<file path="src/rtl/scan_shifter.sv">
// Multi-lane parallel-load / serial-shift scan register for the self-test path.
// Loads a WIDTH-bit word, shifts it out MSB-first per lane, capturing or rotating.

module scan_lane #(
  parameter int SEG = 8
) (
  input  logic           clk,
  input  logic           rst_n,
  input  logic           load,
  input  logic           shift,
  input  logic           rot,
  input  logic [SEG-1:0] din,
  input  logic           sin,
  output logic [SEG-1:0] seg,
  output logic           sout
);
  logic           in_bit;
  logic [SEG-1:0] nxt;

  // Rotate feeds the outgoing MSB straight back into the LSB.
  assign in_bit = rot ? seg[SEG-1] : sin;

  generate
    if (SEG == 1) begin : g_one
      assign nxt = in_bit;
    end else begin : g_multi
      assign nxt = {seg[SEG-2:0], in_bit};
    end
  endgenerate

  always_ff @(posedge clk or negedge rst_n) begin
    if (!rst_n) begin
      seg  <= '0;
      sout <= 1'b0;
    end else if (load) begin
      seg <= din;
    end else if (shift) begin
      sout <= seg[SEG-1];
      seg  <= nxt;
    end
  end
endmodule

module scan_shifter #(
  parameter int WIDTH    = 192,
  parameter int CHANNELS = 1
) (
  input  logic                clk,
  input  logic                rst_n,
  input  logic                start,
  input  logic                mode,
  input  logic                hold,
  input  logic [WIDTH-1:0]    data_in,
  input  logic [CHANNELS-1:0] shift_in,
  output logic [CHANNELS-1:0] shift_out,
  output logic                shift_valid,
  output logic                busy,
  output logic                done,
  output logic [WIDTH-1:0]    data_out
);
  localparam int SEG = WIDTH / CHANNELS;
  localparam int CW  = $clog2(SEG + 1);

  typedef enum logic {IDLE, SHIFT} state_t;

  state_t                         state;
  logic [CW-1:0]                  cnt;
  logic                           mode_q;
  logic                           load, shift;
  logic [CHANNELS-1:0][SEG-1:0]   segs;

  assign load     = (state == IDLE) && start;
  assign shift    = (state == SHIFT) && !hold;
  assign data_out = segs;

  generate
    for (genvar c = 0; c < CHANNELS; c++) begin : g_lane
      scan_lane #(.SEG(SEG)) u_lane (
        .clk   (clk),
        .rst_n (rst_n),
        .load  (load),
        .shift (shift),
        .rot   (mode_q),
        .din   (data_in[c*SEG +: SEG]),
        .sin   (shift_in[c]),
        .seg   (segs[c]),
        .sout  (shift_out[c])
      );
    end
  endgenerate

  always_ff @(posedge clk or negedge rst_n) begin
    if (!rst_n) begin
      state       <= IDLE;
      cnt         <= '0;
      mode_q      <= 1'b0;
      shift_valid <= 1'b0;
      busy        <= 1'b0;
      done        <= 1'b0;
    end else begin
      case (state)
        IDLE: begin
          shift_valid <= 1'b0;
          done        <= 1'b0;
          if (start) begin
            cnt    <= '0;
            mode_q <= mode;
            busy   <= 1'b1;
            state  <= SHIFT;
          end
        end
        SHIFT: begin
          if (hold) begin
            shift_valid <= 1'b0;
          end else begin
            shift_valid <= 1'b1;
            cnt         <= cnt + CW'(1);
            // Final bit leaves this edge; busy drops with done so a start can chain.
            if (cnt == CW'(SEG - 1)) begin
              state <= IDLE;
              busy  <= 1'b0;
              done  <= 1'b1;
            end
          end
        end
        default: state <= IDLE;
      endcase
    end
  end
endmodule

</file>
<file path="config.mk">
export PLATFORM = sky130hd
export DESIGN_NAME = scan_shifter
export DESIGN_NICKNAME = d
export VERILOG_FILES = /design/src/rtl/scan_shifter.sv
export SDC_FILE = /design/constraint.sdc
export NUM_CORES = 1
export LEC_CHECK = 0
export ABC_CLOCK_PERIOD_IN_PS = 2650
export BUFFER_PORTS_ARGS = -buffer_cell sky130_fd_sc_hd__buf_2
export CAP_MARGIN = 10
export CORE_AREA = 2 2 154 156
export CTS_BUF_LIST = sky130_fd_sc_hd__clkbuf_4
export CTS_CLUSTER_DIAMETER = 120
export CTS_CLUSTER_SIZE = 40
export DETAILED_ROUTE_END_ITERATION = 6
export DIE_AREA = 0 0 156 158
export GPL_TIMING_DRIVEN = 1
export PLACE_DENSITY_LB_ADDON = 0.15
export SYNTH_ARGS = -nofsm -noshare
export SYNTH_HDL_FRONTEND = slang
export SYNTH_SLANG_ARGS = --single-unit
</file>
<file path="constraint.sdc">
create_clock -name clk -period 2.65 [get_ports clk]
set_input_delay 0.1325 -clock clk [delete_from_list [all_inputs] [get_ports clk]]
set_output_delay 0.1325 -clock clk [all_outputs]
set_load 0.01 [all_outputs]
</file>
# ---- Word-level counts from Yosys, hierarchy flattened
# Cells that the tools add are included.
dict set report totals {
  word_cells 43
  out_inout_bits 196
  regBits 206
  inputBits 198
}
dict set report classes {
  add_sub_neg 1
  n_mux 19
  n_bitwise 2
  reduce_logical 9
  n_eq_ne 4
}
# operator count
set ops {}
lappend ops {{two-way mux 192 bit} 2}
lappend ops {{two-way mux 8 bit} 2}
lappend ops {{one-hot mux 8 bit (2 select lines)} 1}
lappend ops {{two-way mux 1 bit} 10}
lappend ops {{adder 8 x 1 -> 8 bit (second input constant)} 1}
lappend ops {{equality test 8 bit (second input constant)} 1}
lappend ops {{one-hot mux 1 bit (2 select lines)} 4}
lappend ops {{AND reduction 2 bit} 4}
lappend ops {{inequality test 2 bit (second input constant)} 2}
lappend ops {{AND reduction 3 bit} 1}
lappend ops {{logical AND 1 bit} 2}
lappend ops {{inequality test 2 x 1 -> 1 bit (second input constant)} 1}
lappend ops {{NOT 1 bit} 2}
lappend ops {{nonzero test 2 bit} 1}
lappend ops {{logical NOT 1 bit} 1}

# ---- Longest topological paths before layout
dict set report logic_depth {
  word_depth 4
  mapped_depth 7
  mapped_depth_nobuf 4
}

# ---- Cells and area by module
# A second synthesis with hierarchy kept.
dict set report unflattened {
  hier_cells 892
  area_unflattened_um2 9570.4
}
# mod area_each_um2 instances seq_area_each_um2 cells_per_inst
set by_module_without_submodules {}
lappend by_module_without_submodules {scan_lane 8947.3 1 4829.6 837}
lappend by_module_without_submodules {scan_shifter 623.1 1 325.3 55}

# ---- Worst setup path before layout
# No wires, ideal clock.
dict set report synth_path {
  path_kind {register -> register}
  start {register state}
  end {register g_lane[0].u_lane.seg[111]}
  arrival_ps 1201
  slack_ps 1325
  setup_time_ps 124
  path_buffers 3
  t_required_ps 2526
  period_less_slack_ps 1325
  stages_incl_launch_ff 8
  path_cell_list {dfrtp_1 > nand2b_1 > buf_2 > inv_2 > buf_2 > buf_2 > a22oi_1 > nand2_1}
}
dict set report synth_between {
  elab_chain_len 3
  elab_cells_between_ends 5
  classes_between {mux (1); bitwise (1); reduce/logical (3)}
}
# element line_no
set synth_lines {}
lappend synth_lines {{start: declaration} 66} ;# state_t state;
lappend synth_lines {{start signal: assignment} 94} ;# state <= IDLE;
lappend synth_lines {{start signal: assignment} 109} ;# state <= SHIFT;
lappend synth_lines {{start signal: assignment} 120} ;# state <= IDLE;
lappend synth_lines {{NOT 1 bit (no source line)} n/a}
lappend synth_lines {{logical AND 1 bit} 72} ;# assign load = (state == IDLE) && start;
lappend synth_lines {{two-way mux 192 bit or nonzero test 2 bit (tied branches)} n/a}
lappend synth_lines {{end signal: assignment} 36} ;# seg <= din;
lappend synth_lines {{end signal: assignment} 39} ;# seg <= nxt;
lappend synth_lines {{end: declaration} 14} ;# output logic [SEG-1:0] seg,
# Several ways; a longest one is shown, not always the timed one.
# A chain may end at the register's enable or synchronous reset.

# ---- Final worst setup path
dict set report layout_path {
  start {register state}
  end {register g_lane[0].u_lane.seg[0]}
}
# Same word-level chain as after synthesis.

==> flow_summary.yaml <==
outcome:
  status: "completed"
floorplan:
  start_util: 0.3868
  die_h_um: 158
  num_rows: 56
  dieArea_um2: 24650
  core_area_um2: 23050
  fp.dieW_um: 156
  ioPinCount: 394
placed_design:
  place_congestion: 0.7918
  portBuffers: 393
  dp_hpwl_mm: 19.43
clocking:
  clk_pin_slew_ns: 0.39
  cts_tree: "built"
  h-tree-depth: 1
  clock_path_buffers: 3
  numCtsBuffers: 9
  cts.sinks: 206
  cts-root-buf: "clkbuf_4"
  cts.repair.resized: 0
  worstSkewPairLatency_ns: 0.71
critical_path:
  reg2reg_from: "state$_DFF_PN0_"
  crit_type: "flop to flop"
  crit_start: "state$_DFF_PN0_"
  start_kind: "flop"
  cp-end-kind: "flop"
  r2r_slack_ns: 0.37
  cp_data_arrival_time_ns: 2.89
  rr_endpoint: "g_lane[0].u_lane.seg[0]$_DFFE_PN0P_"
  ff2ff_path_depth: 5
  crit_required_ns: 3.26
  critPathMaxFanout: 79
  cp-endpoint: "g_lane[0].u_lane.seg[0]$_DFFE_PN0P_"
cells_and_area:
  nets: 1651
  drive_above_1_share: 0.2946
  fillers: 2015
  multi_input_area_um2: 3391
  seq_area_um2: 5155
  syn_to_final_growth_pct: 49.06
  final_util: 0.5765
routing:
  dr_total_vias: 9306
  finalWirelength_mm: 30.93
  avgRoutedWirePerCell_um: 17.72
  drc: 0
  drt-initial-drc-count: 758
  routed_via_density: 5.333
  drtPass1Iterations: 5
  ant_nets: 0
power:
  ir_drop_mv: 0.3591
  powerDensity_nw_per_um2: 553.2
  p_leak_nw: 7.050
worst_hold_path:
  hold_class: "input port to flop"
timing:
  finalHoldViolCount: 0
  worstMarginPinSlew_ns: 0.9238
  fin_worst_skew_ns: 0.07656
  fmax_mhz: 438.6
  post-route-min-period_ns: 2.280
  rsz0062_at_grt: "no"
  setup_viol: 0
  slew_violations: 0
  fin_tns_setup_ns: 0
  maxSlewHeadroom: 0.3841
  finalCritPeriodShare: 0.8604
grt:
  grt_pass1_wl_mm: 47.95
  grtUsageTotal: 0.2388
  grt_overflow_total: 0
  grt_pass1_vias: 9031
  antenna_found_initial: 3
  grt_max_degree: 101
logic_synthesis:
  ys_warn_count: 0
  synthAdderAreaFrac: 0.001403
  syn_avg_cell_area_um2: 9.734
  synth_top_family_by_area: "simple AND/OR/NAND/NOR gates"
  synth_xor_area_frac: 0
  synth_area_um2: 8916
  synth_simple_gate_area_frac: 0.2024
  synthMuxAreaShare: 0
  synth-compound-area-share: 0.1740
  ys_seq_area_frac: 0.5782
  ys_types: 26
  syn_inst: 916
  ys_seq_elements: 206
  syn_nets: 1115
job:
  max_cap_viol_count: 0
==> critical path: stages (launching register included) <==
cell	delay, ns
dfrtp_1	0.55
nand2b_4	0.15
buf_4	0.70
a211oi_1	0.11
a31oi_1	0.17
dlygate4sd3_1	0.56
==> layer usage <==
| metal | vias to the layer above | GRT usage | share of wire |
|---|---|---|---|
| met5 | - | 0 | 0 |
| met4 | 0 | 0.06990 | 0.026 |
| met3 | 50 | 0.04407 | 0.065 |
| met2 | 375 | 0.4052 | 0.49 |
| met1 | 4509 | 0.3137 | 0.42 |
| li1 | 4372 | - | - |
==> cells in the final DEF (no fill, tap or decap), types with 2 or more instances in the layout <==
cell type and count:
buf_2 392, dfrtp_1 206, nand2_1 202, dlygate4sd3_1 199
nand3_1 194, a22oi_1 191, buf_4 10, buf_12 10
clkbuf_4 9, nor2_1 4, o31ai_1 4, inv_1 3
o211ai_1 3, diode_2 2, nand2b_4 2, a31oi_1 2
a21oi_1 2, o21ai_0 2, clkinv_1 2
==> flip-flops by register name, indices dropped and copies added, names as in the netlist <==
name,flops
cnt,8
shift_valid,1
g_lane.u_lane.sout,1
done,1
mode_q,1
state,1
busy,1
g_lane.u_lane.seg,192
==> area by class of cell <==
cell class              instances  area share
inverters                       4    0.001506
diodes                          2   0.0003766
multi-input cells             618      0.2551
repair buffers                613      0.3213
clock buffers                   9    0.005084
clock inverters                 3    0.001412
flip-flops and latches        206      0.3879
well taps                     290     0.02730
==> synth_stat cells <==
cell | number | area, um^2
a21o_1 | 1 | 7.510
nor4_1 | 1 | 6.260
nor2_1 | 4 | 15.01
nand4b_1 | 1 | 8.760
buf_1 | 12 | 45.04
inv_2 | 1 | 3.750
a31oi_1 | 2 | 12.51
a22oi_1 | 191 | 1434
inv_1 | 3 | 11.26
o41ai_1 | 1 | 8.760
nand3_1 | 194 | 970.9
ha_1 | 1 | 12.51
nand4_1 | 1 | 6.260
nor2b_1 | 2 | 12.51
dfrtp_1 | 206 | 5155
clkbuf_1 | 38 | 142.6
or4_1 | 1 | 7.510
o21ai_0 | 2 | 10.01
a211oi_1 | 1 | 7.510
nand2b_1 | 3 | 18.77
a21oi_1 | 2 | 10.01
o211ai_1 | 3 | 22.52
buf_2 | 38 | 190.2
o311ai_0 | 1 | 8.760
o31ai_1 | 4 | 30.03
nand2_1 | 202 | 758.2
==> how the worst min path moves through the flow <==
stage / depth (start not counted) / slack (ns) / to / startpoint
after CTS: 4 / 0.05 / g_lane[0].u_lane.seg[16]$_DFFE_PN0P_ / data_in[16]
after global routing: 4 / 0.05 / g_lane[0].u_lane.seg[17]$_DFFE_PN0P_ / data_in[17]
after detailed placement: 1 / 0.23 / g_lane[0].u_lane.seg[176]$_DFFE_PN0P_ / rst_n
after global placement: 1 / 0.24 / g_lane[0].u_lane.seg[176]$_DFFE_PN0P_ / rst_n
final: 4 / 0.11 / g_lane[0].u_lane.seg[16]$_DFFE_PN0P_ / data_in[16]
after floorplan: 0 / -0.16 / busy$_DFFE_PN0P_ / rst_n
==> through the flow <==
stage / std cells / hold slack [ns] / area, um^2 / setup slack, ns / power (mW)
floorplan: 916 / -0.1631 / 8916 / 1.325 / 5.022
CTS: 1743 / 0.05397 / 13290 / 0.3980 / 7.428
global placement: 1531 / 0.2359 / 11180 / 0.9186 / 6.017
detailed placement: 1531 / 0.2331 / 11180 / 0.8943 / 6.055
finish: 1745 / 0.1137 / 13290 / 0.3700 / 7.353
global route: 1745 / 0.04787 / 13290 / 0.2453 / 7.830
==> report_power, final <==
part	switching (mW)	internal, mW
clock	0.933	0.175
sequential	0.473	3.69
combinational	1.08	1.00
==> kinds of logic after synthesis <==
group	Yosys count
and+or+nand+nor	409
AOI/OAI and AO/OA	208
DFF	206
buffers and inverters	92
adders and majority gates	1
==> repair_timing <==
action                                 4_1_cts  5_1_grt
hold buffers                               200        0
setup endpoints to repair                    0        0
buffers inserted                             0        0
endpoints found under the hold margin      369        0
No activity file was read; power rests on OpenSTA's default activity.
